--- src/rtl/pll_lock_ctrl.sv ---
// pll_lock_ctrl: PLL acquisition/lock sequencer stepping loop-filter gain gears from per-ref-period error counts
module pll_lock_ctrl #(
  parameter int ERR_W        = 16,
  parameter int LOCK_THRESH  = 8,
  parameter int LOCK_COUNT   = 16,
  parameter int UNLOCK_COUNT = 4,
  parameter int ACQ_MIN      = 32,
  parameter int REF_TO_W     = 20
) (
  input  logic       sys_clk,
  input  logic       rst,
  input  logic       enable,
  input  logic       ref_clk,
  input  logic [3:0] error_in,
  input  logic       error_valid,
  output logic [1:0] gear,
  output logic       filter_clr,
  output logic       locked,
  output logic       lol_pulse,
  output logic       ref_lost,
  output logic [2:0] state_out
);
  typedef enum logic [2:0] {IDLE = 3'd0, CLEAR = 3'd1, ACQUIRE = 3'd2, TRACK = 3'd3, LOCKED = 3'd4} state_t;
  localparam int GW = $clog2(LOCK_COUNT + 1);
  localparam int BW = $clog2(UNLOCK_COUNT + 1);
  localparam int AW = $clog2(ACQ_MIN + 1);
  localparam logic [GW-1:0] LC = GW'(LOCK_COUNT);
  localparam logic [BW-1:0] UC = BW'(UNLOCK_COUNT);
  localparam logic [AW-1:0] AM = AW'(ACQ_MIN);
  localparam logic [ERR_W-1:0] TH = ERR_W'(LOCK_THRESH);
  state_t state, nxt;
  logic [2:0] sync;
  logic [ERR_W-1:0] err_cnt;
  logic [GW-1:0] good_run, gr_n;
  logic [BW-1:0] bad_run, br_n;
  logic [AW-1:0] acq_periods, ap_n;
  logic [REF_TO_W-1:0] ref_to;
  logic ref_rise, nz, active, to_hit, eval_p, good;
  assign state_out = state;
  // Run counters saturate at their thresholds, so "reaches" and ">=" coincide
  always_comb begin
    ref_rise = sync[2:1] == 2'b01;
    nz = error_valid && error_in != 4'd0;
    active = state inside {ACQUIRE, TRACK, LOCKED};
    to_hit = state != IDLE && &ref_to;
    eval_p = ref_rise && active && !ref_lost && !to_hit;
    good = err_cnt <= TH;
    gr_n = !good ? '0 : good_run == LC ? good_run : good_run + GW'(1);
    br_n = good ? '0 : bad_run == UC ? bad_run : bad_run + BW'(1);
    ap_n = acq_periods == AM ? acq_periods : acq_periods + AW'(1);
    nxt = state;
    if (!enable) nxt = IDLE;
    else case (state)
      IDLE:    nxt = CLEAR;
      CLEAR:   nxt = ACQUIRE;
      ACQUIRE: nxt = eval_p && ap_n == AM && gr_n == LC ? TRACK : ACQUIRE;
      TRACK:   nxt = to_hit || (eval_p && br_n == UC) ? ACQUIRE : eval_p && gr_n == LC ? LOCKED : TRACK;
      LOCKED:  nxt = to_hit || (eval_p && br_n == UC) ? ACQUIRE : LOCKED;
      default: nxt = IDLE;
    endcase
  end
  always_ff @(posedge sys_clk) begin
    if (rst) begin
      sync        <= '0;
      state       <= IDLE;
      gear        <= '0;
      filter_clr  <= 1'b0;
      locked      <= 1'b0;
      lol_pulse   <= 1'b0;
      ref_lost    <= 1'b0;
      err_cnt     <= '0;
      good_run    <= '0;
      bad_run     <= '0;
      acq_periods <= '0;
      ref_to      <= '0;
    end else begin
      sync       <= {sync[1:0], ref_clk};
      state      <= nxt;
      gear       <= nxt == ACQUIRE ? 2'd3 : nxt == TRACK ? 2'd2 : nxt == LOCKED ? 2'd1 : 2'd0;
      filter_clr <= nxt == CLEAR;
      locked     <= nxt == LOCKED;
      lol_pulse  <= state == LOCKED && nxt == ACQUIRE;
      ref_lost   <= (enable && to_hit) || (ref_lost && !ref_rise);
      if (!enable || state == IDLE || state == CLEAR || to_hit) begin
        err_cnt     <= '0;
        good_run    <= '0;
        bad_run     <= '0;
        acq_periods <= '0;
        ref_to      <= '0;
      end else begin
        ref_to  <= ref_rise ? '0 : ref_to + REF_TO_W'(1);
        err_cnt <= ref_rise ? ERR_W'(nz) : err_cnt + ERR_W'(nz && !(&err_cnt));
        if (eval_p) begin
          good_run    <= nxt == state ? gr_n : '0;
          bad_run     <= nxt == state ? br_n : '0;
          acq_periods <= state == ACQUIRE ? ap_n : nxt == ACQUIRE ? '0 : acq_periods;
        end
      end
    end
  end
endmodule

--- config.mk ---
export PLATFORM = sky130hd
export DESIGN_NAME = pll_lock_ctrl
export DESIGN_NICKNAME = d
export VERILOG_FILES = /design/src/rtl/pll_lock_ctrl.sv
export SDC_FILE = /design/constraint.sdc
export NUM_CORES = 1
export LEC_CHECK = 0
export CAP_MARGIN = 0
export CORE_UTILIZATION = 60
export DETAILED_ROUTE_END_ITERATION = 12
export HOLD_SLACK_MARGIN = 0.08
export PLACE_DENSITY_LB_ADDON = 0.25
export SYNTH_ARGS = -nofsm -noshare
export SYNTH_HDL_FRONTEND = slang
export SYNTH_SLANG_ARGS = --single-unit
export TNS_END_PERCENT = 1
--- constraint.sdc ---
create_clock -name sys_clk -period 3.6 [get_ports sys_clk]
set_input_delay 0.72 -clock sys_clk [delete_from_list [all_inputs] [get_ports sys_clk]]
set_output_delay 0.72 -clock sys_clk [all_outputs]
set_load 0.02 [all_outputs]
* After elaboration in Yosys (flattened, before gate mapping)
Cells that the tools add are included.
Cells by class: add/subtract/negate cells 5, magnitude comparators 1, mux-type cells 19, equal/unequal tests 16, reductions and logical operators 33
Operator list (number):
- 3-bit 2-to-1 mux | 7
- 20-bit by 1-bit adder with 20-bit output (second input constant) | 1
- 20-bit AND reduction | 1
- 6-bit 2-to-1 mux | 3
- 16-bit by 1-bit adder with 16-bit output | 1
- 16-bit by 4-bit less-or-equal comparator with 1-bit output (second input constant) | 1
- 16-bit AND reduction | 1
- 5-bit 2-to-1 mux | 3
- 3-bit one-hot mux with 5 select lines | 1
- 1-bit logical AND | 13
- 3-bit by 2-bit == test with 1-bit output (second input constant) | 4
- 3-bit == test (second input constant) | 4
- 6-bit == test (second input constant) | 2
- 5-bit == test (second input constant) | 2
- 6-bit by 1-bit adder with 6-bit output (second input constant) | 1
- 3-bit by 1-bit == test with 1-bit output (second input constant) | 2
- 3-bit nonzero test | 2
- 5-bit by 1-bit adder with 5-bit output (second input constant) | 1
- 1-bit zero test | 5
- 1-bit logical OR | 5
- 2-bit 2-to-1 mux | 2
- 4-bit nonzero test | 1
- 3-bit by 1-bit adder with 3-bit output (second input constant) | 1
- 3-bit == test | 1
- 7 further kinds | 9
Storage, ports and cells: flip-flop bits (word level) 62, logic and storage cells 87, bits of input ports 9, output and inout bits 9

* Depth between registers and ports, before layout
depth in word-level cells 14, depth in mapped cells 11, gate-level depth less buffers 10

* Worst setup path before layout
Ideal clock, no wire load.
kind flip-flop to flip-flop, start register state[1] (netlist: state_out[1]), end register bad_run[2], setup time 0.119 ns, buffers on the path 2, arrival time 2.449 ns, cell stages (with the launch flop) 10, data required time 3.481 ns, setup slack 1.033 ns, cells stage by stage dfxtp_1 clkbuf_8 or2b_2 a211o_1 and4bb_4 nor2_2 a311o_2 buf_6 a31oi_1 nor3_1
On the way: word-level cells in the longest chain between the ends 12, elaborated cells between the ends (all ways) 29, those cells by class 5 x eq/ne; 7 x mux; 17 x reduce/logical
RTL lines:
- start, declared | line 31 | state_t state, nxt;
- start signal, assigned | line 78 | state <= nxt;
- 3-bit by 2-bit == test with 1-bit output or 3-bit == test (tied branches) | line 44, 53
- 3-bit nonzero test | line 44 | active = state inside {ACQUIRE, TRACK, LOCKED};
- 1-bit logical AND (3 in series) | line 46 | eval_p = ref_rise && active && !ref_lost && !to_hit;
- 1-bit logical AND, on equally long branches | line 57, 56, 58
- 3-bit 2-to-1 mux (tied with other cells) (2 in series) | line 57 | TRACK: nxt = to_hit || (eval_p && br_n == UC) ? ACQUIRE : eval_p && gr_n == LC ? LOCKED : TRACK;
- 3-bit one-hot mux with 5 select lines | line 53 | else case (state)
- 3-bit 2-to-1 mux | line 52 | if (!enable) nxt = IDLE;
- 3-bit == test | line 95 | bad_run <= nxt == state ? br_n : '0;
- 3-bit 2-to-1 mux | line 95
- end signal, assigned | line 95
- end, declared | line 35 | logic [BW-1:0] bad_run, br_n;
Several ways; a longest one is shown, not always the timed one. A chain may end at the register's enable or synchronous reset.

* Worst setup path after layout
start register good_run[0], end register good_run[2]
On the way: word-level cells in the longest chain between the ends 11, elaborated cells between the ends (all ways) 14, those cells by class 1 x add/sub; 3 x eq/ne; 8 x mux; 2 x reduce/logical
RTL lines:
- start, declared | line 34 | logic [GW-1:0] good_run, gr_n;
- start signal, assigned | line 94 | good_run <= nxt == state ? gr_n : '0;
- 5-bit by 1-bit adder with 5-bit output or 5-bit == test (tied branches) | line 48 | gr_n = !good ? '0 : good_run == LC ? good_run : good_run + GW'(1);
- 5-bit 2-to-1 mux (*) (2 in series) | line 48
- 5-bit == test | line 56, 57
- 1-bit logical AND | line 57
- 3-bit 2-to-1 mux (2 in series) | line 57
- 3-bit one-hot mux with 5 select lines | line 53
- 3-bit 2-to-1 mux | line 52
- 3-bit == test | line 94
- 5-bit 2-to-1 mux (*) | line 94
Every way passes the cells marked *; elsewhere a longest branch is shown, timed or not.

==> impl_results.md <==
* Mapped Cells at 368
* Count of buffer and inverter cells on the critical path at 1
* Row cnt at 25
* Post-CTS Setup Bufs at 0
* Crit path max-delay cell type: sky130_fd_sc_hd__a31oi_1
* Number of synthesis warnings at 0
* Number of nets with antenna violations after detailed routing at 0
* Worst slew margin relative to its limit at 49.8%
* Cts repair resizes at 0
* Via count of the first global-routing pass at around 2500
* Startpoint class of the critical path: flop
* Buffers added on ports at 17
* Slew @ Worst Pin at between 0.7 and 0.8 ns
* Total via count after detailed routing at about 2700
* Clock Sinks at 62
* RSZ-0062 raised after global routing: no
* Worst path max stage delay at 0.57 ns
* Startpoint of the lowest-slack register-to-register path: good_run[0]$_SDFFE_PP0P_
* Count of flip-flops with a built-in enable after synthesis at 0
* Root Buffer Master: sky130_fd_sc_hd__clkbuf_8
* Share of flip-flops with an asynchronous set or reset after synthesis at 0%
* Kind of path behind the tightest hold check: flop to flop
* Syn Nets at 386
* Number of buffers on the longest clock path at 2
* Syn_area_per_cell at 8.53 µm²
* Global-route wire length before repair at 11300 µm
* Storage element area at 1240 µm²
* DPL Wire Length at 4660 µm
* DRC marker count from the first detailed-route iteration at 175
* Share of layout cells above drive strength 1 at 7.65%
* Pin count of the biggest net entering global routing at 34
* Fill cell total of the finished layout at 378
* Max Clock Skew at 0.00561 ns
* Signal arrival time at the worst endpoint at 3.09 ns
* Result of the run: complete, no violations
* Worst path required time at between 3 and 4 ns
* Area after DPL at 3350 µm²
* Pwr Total at 1.43 mW
* Setup TNS at 0 ns
* Total number of H-tree levels at 3
* Clock network latency to the later pin of the worst-skew pair at 0.34 ns
* Critical path type: flop to flop
* Diodes inserted at 0
* Cell depth of the worst hold path at 1
* Top cell type's share of synthesized area at 39.5%
* Area contributors post-synth: sky130_fd_sc_hd__dfxtp_1, sky130_fd_sc_hd__nor2_1, sky130_fd_sc_hd__xor2_1, sky130_fd_sc_hd__ha_1, sky130_fd_sc_hd__nand4_1
* Slew Viols, Final at 0
* Final Core Density at 73.1%
* Library cell occupying the most area in the post-synthesis netlist: sky130_fd_sc_hd__dfxtp_1
* Max Cap Viol at 0
* Dominant register cell in the synthesized netlist: sky130_fd_sc_hd__dfxtp_1
* Tcrit/Tclk final at 78.5%
* Post-layout instance area at 3570 µm²
* Final-report hold violation count at 0
* P&R area growth vs syn at 13.6%
* Logic depth of the worst path, buffers included at 9
* Number of distinct library cells after synthesis at between 50 and 60
* Reg-to-reg critical path endpoint: good_run[2]$_SDFFE_PP0P_
* Number of vias per cell after detailed routing at ~5.9
* Initial Utilization at 64.4%
* Number of antenna violations at the first check in global routing at 0
* Most used standard cell by instance count after synthesis: sky130_fd_sc_hd__dfxtp_1
* Area of the multi-input gates at 1780 µm²
* P per Cell Area at 400 nW/µm²
* Clock transition at the registers of the reported paths at 0.06 ns
* Cells after DPL at 444
* Core Region at 4880 µm²
* Clock period minus final worst setup slack at 2.83 ns
* Routed wire length per instance at around 15 µm
* Endpoint, Worst Hold: ref_to[0]$_SDFF_PP0_
* CTS Hold Bufs at 0
* Seq/Total Area, Yosys at 39.5%
* CTS Buf Count at 9
* Total congestion overflow at 0
* Slack of the worst reg-to-reg path at about 0.77 ns
* Number of design rule violations left after detail routing at 0
* Register bit total from synthesis at 62
* Routability Congestion at between 0.9 and 1
* Largest delay share family, worst path: compound AO/OA/AOI/OAI gates
* Summed instance area of the synthesized netlist at 3140 µm²
* Critical-path cell list: inv_1 > ha_1 > nor4bb_1 > mux2i_1 > a2111oi_4 > o41a_1 > a31oi_1 > o211ai_1 > a21oi_1
* Critical Path Source: good_run[0]$_SDFFE_PP0P_
* TritonRoute pass-1 iters at 5
* Post-route insts no fill at between 400 and 500
* Die W at between 70 and 80 µm
* Peak supply drop at 0.334 mV
* Area enclosed by the die boundary at 5530 µm²
* Maximum operating frequency at 354 MHz
* Global routing usage summed across all routing layers at 27.3%
* Worst Setup End Kind: flop
* Max FO, Critical Path at 11
* Net total in the final layout at 406
* Top cells by count, synth: sky130_fd_sc_hd__dfxtp_1, sky130_fd_sc_hd__nor2_1, sky130_fd_sc_hd__nand2_1
* Leakage at 1.17 nW
* I/O Pins at 18
* Setup violation total in the final timing report at 0
* Hold_sp: ref_to[0]$_SDFF_PP0_
* CTS tree: yes
* Worst reg2reg path depth at 9
* Post-detailed-routing wire length at 6750 µm
* Vert. Die Dim at around 74 µm
cell usage in the layout, fill, tap and decap left out, types with 3 or more instances in the layout:
master                            synthesis  routed
sky130_fd_sc_hd__a21oi_1                 14      14
sky130_fd_sc_hd__ha_1                     9       9
sky130_fd_sc_hd__nand3_1                 22      22
sky130_fd_sc_hd__o211ai_1                 3       3
sky130_fd_sc_hd__nand2b_1                 4       4
sky130_fd_sc_hd__inv_1                   16      16
sky130_fd_sc_hd__o21ai_0                  8       8
sky130_fd_sc_hd__nor3_1                  10      10
sky130_fd_sc_hd__nand2_1                 24      24
sky130_fd_sc_hd__clkdlybuf4s50_1          0      17
sky130_fd_sc_hd__xnor2_1                 11      11
sky130_fd_sc_hd__a41oi_1                  3       3
sky130_fd_sc_hd__nand4_1                 18      18
sky130_fd_sc_hd__nor2b_1                  7       7
sky130_fd_sc_hd__dfxtp_1                 62      62
sky130_fd_sc_hd__nor2_1                  57      57
sky130_fd_sc_hd__xor2_1                  22      22
sky130_fd_sc_hd__clkbuf_8                 1      11
sky130_fd_sc_hd__a31oi_1                 10      10
sky130_fd_sc_hd__nor4_1                   5       5
sky130_fd_sc_hd__and3_1                   7       7
how the worst max path moves through the flow:
stage                                to  slack [ns]
2_1_floorplan   bad_run[2]$_SDFFE_PP0P_        1.03
3_3_place_gp     err_cnt[12]$_SDFF_PP0_        0.87
3_5_place_dp     err_cnt[12]$_SDFF_PP0_        0.72
4_1_cts         bad_run[2]$_SDFFE_PP0P_        0.81
5_1_grt        good_run[2]$_SDFFE_PP0P_        0.53
6_report       good_run[2]$_SDFFE_PP0P_        0.77
logic make-up (layout without fill, tap and decap cells):
group,Yosys count,in the layout,share of synthesized area (%)
AO/OA/AOI/OAI,61,61,14.4
XOR/XNOR,33,33,9.20
adder cells (fa/ha/maj),9,9,3.59
AND/OR/NAND/NOR,175,175,28.7
buffers and inverters,26,50,3.94
flip-flops,62,62,39.5
multiplexers,2,2,0.637
worst reg2reg max path: cells and delay by family, from the launching register on:
kind            cells  cell delay (ns)
fa+ha+maj           1             0.14
buf+inv             1             0.10
flops               1             0.40
compound gates      5             1.20
simple gates        1             0.54
mux                 1             0.38
through the flow:
step	setup slack, ns	hold WS [ns]
global placement	0.870	0.421
detailed placement	0.718	0.437
finish	0.774	0.444
CTS	0.808	0.447
global route	0.530	0.463
floorplan	1.03	0.413
routing by layer:
layer  GRT usage, %  part of all wire (%)
met3           8.94                   5.1
met4           11.5                   1.6
met1           32.4                    45
met5              0                     0
met2           45.3                    49
area by class of cell:
cell class / instances / area share [%]
Multi-Input combinational cell: 280 / 49.8
Sequential cell: 62 / 34.8
Timing Repair Buffer: 19 / 5.19
Clock buffer: 11 / 4.24
Tap cell: 67 / 2.35
Clock inverter: 4 / 1.96
Inverter: 16 / 1.68
report_power, final:
group | total (mW) | internal [mW] | switching [mW]
logic | 0.0474 | 0.0212 | 0.0262
registers | 0.693 | 0.690 | 0.00364
clock network | 0.687 | 0.421 | 0.265
registers in the layout, indices dropped and copies added (netlist names):
name	cells
filter_clr	1
locked	1
lol_pulse	1
bad_run	3
acq_periods	6
sync	3
ref_lost	1
gear	2
state_out	3
good_run	5
ref_to	20
err_cnt	16
Power figures use the tool's default switching activity.
